### src/rtl/axi_s_m_pkt_if.sv
// Command + AXI-Stream bundle for the packet generator.
// Latency: n/a (wires only).
// Backpressure: m_tready from the slave; cmd_ready towards the host.
// Ports: newd/din/len/inc push a command; cmd_ready/cmd_err report acceptance;
//        m_tdata/m_tvalid/m_tready/m_tlast are the stream; busy/pkt_done are status.
interface axi_s_m_pkt_if #(
  parameter int DATA_W = 8,
  parameter int LEN_W  = 5
);
  logic              newd;
  logic [DATA_W-1:0] din;
  logic [LEN_W-1:0]  len;
  logic              inc;
  logic              cmd_ready;
  logic              cmd_err;
  logic [DATA_W-1:0] m_tdata;
  logic              m_tvalid;
  logic              m_tready;
  logic              m_tlast;
  logic              busy;
  logic              pkt_done;

  // Generator side.
  modport master (
    input  newd, din, len, inc, m_tready,
    output cmd_ready, cmd_err, m_tdata, m_tvalid, m_tlast, busy, pkt_done
  );

  // Host and stream-sink side.
  modport slave (
    output newd, din, len, inc, m_tready,
    input  cmd_ready, cmd_err, m_tdata, m_tvalid, m_tlast, busy, pkt_done
  );
endinterface

### src/rtl/axi_s_m_pkt.sv
// AXI-Stream packet generator: queued {din,len,inc} commands become one packet each.
// Latency: command accepted at edge N -> first beat valid after edge N+1; 1 beat/cycle.
// Backpressure: m_tready stalls with all stream outputs held; cmd_ready drops when queue full.
// Ports: m_aclk, m_reset (sync, active-high); bus (master modport) carries the
//        command push (newd/din/len/inc/cmd_ready/cmd_err), the stream (m_t*)
//        and status (busy, pkt_done).
module axi_s_m_pkt #(
  parameter int DATA_W    = 8,
  parameter int MAX_LEN   = 16,
  parameter int CMD_DEPTH = 4,
  parameter int LEN_W     = $clog2(MAX_LEN + 1)
) (
  input  logic          m_aclk,
  input  logic          m_reset,
  axi_s_m_pkt_if.master bus
);

  localparam int PTR_W = $clog2(CMD_DEPTH);
  localparam int CNT_W = PTR_W + 1;

  typedef struct packed {
    logic [DATA_W-1:0] din;
    logic [LEN_W-1:0]  len;
    logic              inc;
  } cmd_t;

  typedef enum logic {IDLE, SEND} state_t;

  // Command queue
  cmd_t             mem [CMD_DEPTH];
  logic [PTR_W-1:0] wr_ptr_q, rd_ptr_q;
  logic [CNT_W-1:0] cnt_q, cnt_d;
  logic             cmd_ready_q;
  logic             cmd_err_q;
  cmd_t             head;
  cmd_t             cmd_in;
  logic             len_ok, push, pop;

  // Stream datapath
  state_t            state_q, state_d;
  logic [DATA_W-1:0] tdata_q, tdata_d;
  logic              tvalid_q, tvalid_d;
  logic              tlast_q, tlast_d;
  logic [LEN_W-1:0]  beats_q, beats_d;   // beats remaining after the current one
  logic              inc_q, inc_d;
  logic              pkt_done_q, pkt_done_d;

  assign cmd_in = '{din: bus.din, len: bus.len, inc: bus.inc};
  assign head   = mem[rd_ptr_q];
  assign len_ok = (bus.len != '0) && (bus.len <= LEN_W'(MAX_LEN));
  assign push   = bus.newd && cmd_ready_q && len_ok;

  always_comb begin
    cnt_d = cnt_q;
    if (push && !pop)
      cnt_d = cnt_q + CNT_W'(1);
    else if (pop && !push)
      cnt_d = cnt_q - CNT_W'(1);
  end

  always_ff @(posedge m_aclk) begin
    if (push)
      mem[wr_ptr_q] <= cmd_in;
  end

  // FSM state register
  always_ff @(posedge m_aclk) begin
    if (m_reset)
      state_q <= IDLE;
    else
      state_q <= state_d;
  end

  // FSM next state, pop and next stream outputs
  always_comb begin
    state_d    = state_q;
    tdata_d    = tdata_q;
    tvalid_d   = tvalid_q;
    tlast_d    = tlast_q;
    beats_d    = beats_q;
    inc_d      = inc_q;
    pop        = 1'b0;
    pkt_done_d = 1'b0;
    case (state_q)
      IDLE: begin
        if (cnt_q != '0) begin
          pop      = 1'b1;
          state_d  = SEND;
          tdata_d  = head.din;
          beats_d  = head.len - LEN_W'(1);
          inc_d    = head.inc;
          tvalid_d = 1'b1;
          tlast_d  = (head.len == LEN_W'(1));
        end
      end
      SEND: begin
        // tvalid is always high in SEND, so tready alone marks the handshake.
        if (bus.m_tready) begin
          if (beats_q == '0) begin
            state_d    = IDLE;
            tvalid_d   = 1'b0;
            tlast_d    = 1'b0;
            pkt_done_d = 1'b1;
          end else begin
            beats_d = beats_q - LEN_W'(1);
            if (inc_q)
              tdata_d = tdata_q + DATA_W'(1);
            tlast_d = (beats_q == LEN_W'(1));
          end
        end
      end
      default: state_d = IDLE;
    endcase
  end

  always_ff @(posedge m_aclk) begin
    if (m_reset) begin
      wr_ptr_q    <= '0;
      rd_ptr_q    <= '0;
      cnt_q       <= '0;
      cmd_ready_q <= 1'b1;
      cmd_err_q   <= 1'b0;
      tdata_q     <= '0;
      tvalid_q    <= 1'b0;
      tlast_q     <= 1'b0;
      beats_q     <= '0;
      inc_q       <= 1'b0;
      pkt_done_q  <= 1'b0;
    end else begin
      if (push)
        wr_ptr_q <= wr_ptr_q + PTR_W'(1);
      if (pop)
        rd_ptr_q <= rd_ptr_q + PTR_W'(1);
      cnt_q       <= cnt_d;
      // Registered full flag: follows the count after this edge's push/pop.
      cmd_ready_q <= (cnt_d != CNT_W'(CMD_DEPTH));
      // A push while full is ignored silently, so only accepted slots flag errors.
      cmd_err_q   <= bus.newd && cmd_ready_q && !len_ok;
      tdata_q     <= tdata_d;
      tvalid_q    <= tvalid_d;
      tlast_q     <= tlast_d;
      beats_q     <= beats_d;
      inc_q       <= inc_d;
      pkt_done_q  <= pkt_done_d;
    end
  end

  assign bus.cmd_ready = cmd_ready_q;
  assign bus.cmd_err   = cmd_err_q;
  assign bus.m_tdata   = tdata_q;
  assign bus.m_tvalid  = tvalid_q;
  assign bus.m_tlast   = tlast_q;
  assign bus.pkt_done  = pkt_done_q;
  assign bus.busy      = (state_q != IDLE) || (cnt_q != '0);

endmodule

### src/flat_wrapper.sv
// flat-port wrapper written by rule: the top's interface ports become plain ports
module axi_s_m_pkt_flat 
#(
  parameter int DATA_W    = 8,
  parameter int MAX_LEN   = 16,
  parameter int CMD_DEPTH = 4,
  parameter int LEN_W     = $clog2(MAX_LEN + 1)
)
  (m_aclk, m_reset, bus_newd, bus_din, bus_len, bus_inc, bus_m_tready, bus_cmd_ready, bus_cmd_err, bus_m_tdata, bus_m_tvalid, bus_m_tlast, bus_busy, bus_pkt_done);
  axi_s_m_pkt_if #(.DATA_W(DATA_W), .LEN_W(LEN_W)) bus_i ();
  input  logic m_aclk;
  input  logic m_reset;
  input wire logic [$bits(bus_i.newd)-1:0] bus_newd;
  input wire logic [$bits(bus_i.din)-1:0] bus_din;
  input wire logic [$bits(bus_i.len)-1:0] bus_len;
  input wire logic [$bits(bus_i.inc)-1:0] bus_inc;
  input wire logic [$bits(bus_i.m_tready)-1:0] bus_m_tready;
  output wire logic [$bits(bus_i.cmd_ready)-1:0] bus_cmd_ready;
  output wire logic [$bits(bus_i.cmd_err)-1:0] bus_cmd_err;
  output wire logic [$bits(bus_i.m_tdata)-1:0] bus_m_tdata;
  output wire logic [$bits(bus_i.m_tvalid)-1:0] bus_m_tvalid;
  output wire logic [$bits(bus_i.m_tlast)-1:0] bus_m_tlast;
  output wire logic [$bits(bus_i.busy)-1:0] bus_busy;
  output wire logic [$bits(bus_i.pkt_done)-1:0] bus_pkt_done;
  assign bus_i.newd = bus_newd;
  assign bus_i.din = bus_din;
  assign bus_i.len = bus_len;
  assign bus_i.inc = bus_inc;
  assign bus_i.m_tready = bus_m_tready;
  assign bus_cmd_ready = bus_i.cmd_ready;
  assign bus_cmd_err = bus_i.cmd_err;
  assign bus_m_tdata = bus_i.m_tdata;
  assign bus_m_tvalid = bus_i.m_tvalid;
  assign bus_m_tlast = bus_i.m_tlast;
  assign bus_busy = bus_i.busy;
  assign bus_pkt_done = bus_i.pkt_done;
  axi_s_m_pkt #(.DATA_W(DATA_W), .MAX_LEN(MAX_LEN), .CMD_DEPTH(CMD_DEPTH), .LEN_W(LEN_W)) u_core (.m_aclk(m_aclk), .m_reset(m_reset), .bus(bus_i));
endmodule
### config.mk
export PLATFORM = sky130hd
export DESIGN_NAME = axi_s_m_pkt_flat
export DESIGN_NICKNAME = d
export VERILOG_FILES = /design/src/rtl/axi_s_m_pkt_if.sv /design/src/rtl/axi_s_m_pkt.sv /design/src/flat_wrapper.sv
export SDC_FILE = /design/constraint.sdc
export NUM_CORES = 1
export LEC_CHECK = 0
export CORE_MARGIN = 10
export CORE_UTILIZATION = 52
export CTS_CLUSTER_DIAMETER = 120
export DETAILED_ROUTE_END_ITERATION = 8
export PLACE_DENSITY = 0.76
export SYNTH_ARGS = -nofsm -noshare
export SYNTH_HDL_FRONTEND = slang
export SYNTH_SLANG_ARGS = --single-unit
### constraint.sdc
create_clock -name m_aclk -period 2.2 [get_ports m_aclk]
set_input_delay 0.33 -clock m_aclk [delete_from_list [all_inputs] [get_ports m_aclk]]
set_output_delay 0.33 -clock m_aclk [all_outputs]
set_load 0.005 [all_outputs]
==> run summary <==
## Timing
• 0.0906 ns — worst path setup slack after routing
• 0 — Final Max Slew Viols
• 95.9% — post-route fraction of the period consumed by the critical path
• 2.11 ns — Tmin final
• 73.0% — remaining max-slew budget at the tightest pin
• no — setup repair after global routing missed its margin
• 0 — # setup viols final
• 0.404 ns — Tightest Pin Transition
• 0.0116 ns — Max Clock Skew
• 0 — final count of hold timing violations
• 474 MHz — Max Clk Rate
• 0.464 ns — Post-Route Hold Slack

## Detailed routing
• 4 — 1st-pass router iterations
• 7660 um — total routed wirelength
• 0 — DRC violations left
• 17.4 um — Routed wire per std cell
• 0 — number of nets with antenna violations after detailed routing
• 102 — number of DRC markers in iteration 0
• 2381 — total via count in the routed design
• 5.40 — via density per instance

## Die
• 30 — num rows
• 105 um — overall die height
• 6910 um2 — area of the core
• 105 um — die width
• 54.2% — starting density of the core
• 32 — Ports
• 11000 um2 — Die ar.

## Logic synthesis
• sky130_fd_sc_hd__edfxtp_1 — biggest area consumer among synthesized cells
• 56 — Post-synth EDFFs
• sky130_fd_sc_hd__edfxtp_1 — most instantiated flip-flop cell in the synthesis netlist
• 0 — number of synthesis warnings
• 308 — Post-Syn Nets
• 44.9% — share of Yosys cell area claimed by the top area cell type
• 0% — proportion of synthesized flip-flops having asynchronous set or reset
• 85 — post-synthesis sequential element count
• sky130_fd_sc_hd__edfxtp_1, sky130_fd_sc_hd__dfxtp_1, sky130_fd_sc_hd__mux4_2, sky130_fd_sc_hd__ha_1, sky130_fd_sc_hd__nand2_1 — ranking of synthesized cells by area
• 13.5 um2 — synthesized area divided by synthesized cell count
• 3740 um2 — Synth Cell Area
• 47 — library cells used by synthesis
• 60.4% — share of the yosys chip area belonging to registers
• 278 — cell count after synthesis

## Power
• 3.58 mW — P_int
• 5.44 mW — sum of internal, switching and leakage power
• 21.3% — clock group share of total power
• 39.5% — portion of total power attributed to sequential cells
• 1.87 mW — Switching Power
• 39.2% — proportion of power drawn by combinational gates
• 1190 nW/um2 — power per cell area
• 0.653 mV — Max IR drop VDD
• 1.65 nW — Leakage Power
• 34.3% — sw frac

## Final layout
• 370 — net count of the finished layout
• 536 — FILL cells
• 4580 um2 — Finished Cell Area
• 0 — Antenna Diode Count
• 66.3% — final core utilization
• 22.3% — synthesis-to-layout area growth
• 22.9% — share of cells above drive strength 1

## Worst setup path
• 1.78 ns — CP arrival
• 1.87 ns — required time of the critical path
• 5 — critical path peak fanout
• 5 — CP Depth
• inv_2 -> ha_2 -> or3b_4 -> buf_4 -> dlygate4sd2_1 — CP cell instances
• u_core.bus.m_tlast — Crit Reg-Reg Endpoint
• 4 — depth of the worst register-to-register path
• 0.38 ns — CP peak stage delay
• primary output — capturing element type of the critical path
• reg2out — Setup Crit Path Kind
• 3 — buffers and inverters on the worst path
• sky130_fd_sc_hd__or3b_4 — library cell contributing the largest single delay on the critical path
• 0.16 ns — internal reg-to-reg setup slack
• flop — startpoint class of the critical path
• buffers and inverters — family with the most delay on the worst path

## Worst hold path
• u_core.inc_q — Hold Path Origin
• reg2reg — path class of the lowest-slack min-delay path
• 2 — number of cells on the worst hold path
• u_core.inc_q — Endpoint, Worst Hold

## Placed design
• 0.786 — final weighted congestion of routability-driven global placement
• 31 — quantity of I/O buffers inserted on ports
• -0.0925 ns — Worst Setup Slack post-DPL
• 5720 um — hpwl dp
• 4350 um2 — area of placed instances

## Clocking
• 85 — CTS sink count
• 0 — postcts setup bufs
• sky130_fd_sc_hd__clkbuf_8 — Clock Root Buffer
• 0 — Post-CTS Hold Buffers
• 2 — deepest clock path buffer count
• 9 — CTS Buf Count
• 0.36 ns — latest clock arrival within the worst-skew pair
• 3 — H-tree depth reported by CTS
• built — clock tree from TritonCTS
• 0.09 ns — CTS clock-pin slew for the worst setup and hold paths

## GRT
• 2450 — vias in the first global route
• 37 — maximum number of pins on one net before global-route repair
• 14.4% — Total GRT Usage
• 0 — number of antenna violations at the first check in global routing
• 0 — leftover overflow at the end of global routing
• 12700 um — first-pass GRT wire length

## Flow run
• 0 — Max-Cap Viols

## Run status
• finished clean — result of the run

layer usage:
layer	share of wire [%]	track usage (%)	up-vias
li1	-	-	1157
met1	40	16.6	1161
met2	52	24.7	53
met3	6.0	4.91	10
met4	1.7	4.71	0
met5	0	0	-
worst max path at each step:
stage / end / start
2_1_floorplan: u_core.mem[0][0] / bus_len[3]
3_3_place_gp: u_core.bus.cmd_ready / bus_len[3]
3_5_place_dp: u_core.bus.cmd_ready / bus_len[3]
4_1_cts: bus_busy / u_core.cnt_q[0]
5_1_grt: bus_busy / u_core.cnt_q[0]
6_report: bus_busy / u_core.cnt_q[0]
power by group through the flow:
stage               logic [mW]  registers [mW]  clock network (mW)
CTS                       2.14            2.14                1.19
finish                    2.13            2.15                1.16
floorplan                 1.40            2.13                   0
global route              2.36            2.18                1.25
detailed placement        2.12            2.17                   0
global placement          2.07            2.16                   0
cell families after synthesis:
group	after synthesis	share of synthesized area, %
buf+inv	25	3.01
fa+ha+maj	12	4.01
compound gates	40	7.32
flops	85	60.4
xor+xnor	9	2.11
mux	26	11.8
simple gates	81	11.3
through the flow:
stage,instances,setup TNS (ns)
after floorplan,278,0
after global placement,425,-0.118
after detailed placement,425,-0.573
after CTS,441,0
after global routing,441,0
final,441,0
area by class of cell:
class | count | area (um2) | area share (%)
inverters | 12 | 45.0 | 0.984
multi-input cells | 168 | 1380 | 30.1
clock buffers | 9 | 124 | 2.71
clock inverters | 7 | 88.8 | 1.94
repair buffers | 64 | 557 | 12.2
flip-flops and latches | 85 | 2260 | 49.5
well taps | 96 | 120 | 2.62
synth_stat cells, drive strengths merged, types with 2 or more instances:
| library cell | count |
|---|---|
| nand3 | 8 |
| a21boi | 2 |
| mux4 | 14 |
| and2 | 6 |
| mux2 | 6 |
| ha | 12 |
| nor4 | 2 |
| mux2i | 6 |
| nor2 | 18 |
| a311oi | 2 |
| nand3b | 5 |
| xor2 | 2 |
| a211oi | 3 |
| inv | 12 |
| o31ai | 2 |
| o21a | 2 |
| a22oi | 3 |
| nor3 | 8 |
| buf | 6 |
| a21oi | 7 |
| dfxtp | 29 |
| a31oi | 2 |
| o211a | 2 |
| nor2b | 4 |
| nand2 | 21 |
| o31a | 2 |
| xnor2 | 7 |
| edfxtp | 56 |
| o21ai | 10 |
| nor4b | 2 |
| clkbuf | 7 |
| nand2b | 3 |
cell usage in the layout (no fill, tap or decap), drive strengths merged, types with 3 or more instances in the layout:
cell           Yosys  routed
edfxtp            56      56
buf                6      33
clkdlybuf4s50      0      30
dfxtp             29      29
nand2             21      21
nor2              18      18
inv               12      16
mux4              14      14
ha                12      12
o21ai             10      10
clkbuf             7       9
nand3              8       8
nor3               8       8
xnor2              7       7
a21oi              7       7
mux2i              6       6
and2               6       6
mux2               6       6
nand3b             5       5
nor2b              4       4
a22oi              3       3
a211oi             3       3
nand2b             3       3
sequential cells by signal (all words and copies together), names as in the netlist, 2 cells and up, named ones only:
signal              flops
u_core.mem             56
u_core.bus.m_tdata      8
u_core.beats_q          5
u_core.cnt_q            3
u_core.rd_ptr_q         2
u_core.wr_ptr_q         2
worst reg2reg max path: stages (launching register included):
cell and delay, ns:
sky130_fd_sc_hd__dfxtp_1 0.39, sky130_fd_sc_hd__buf_4 0.18, sky130_fd_sc_hd__mux4_2 0.57, sky130_fd_sc_hd__or4_1 0.59, sky130_fd_sc_hd__a311oi_2 0.24
timing repair:
action | CTS | global route
pin swaps | 0 | 0
resized for setup | 3 | 4
setup endpoints to repair | 1 | 4
No activity file was read; power rests on OpenSTA's default activity.
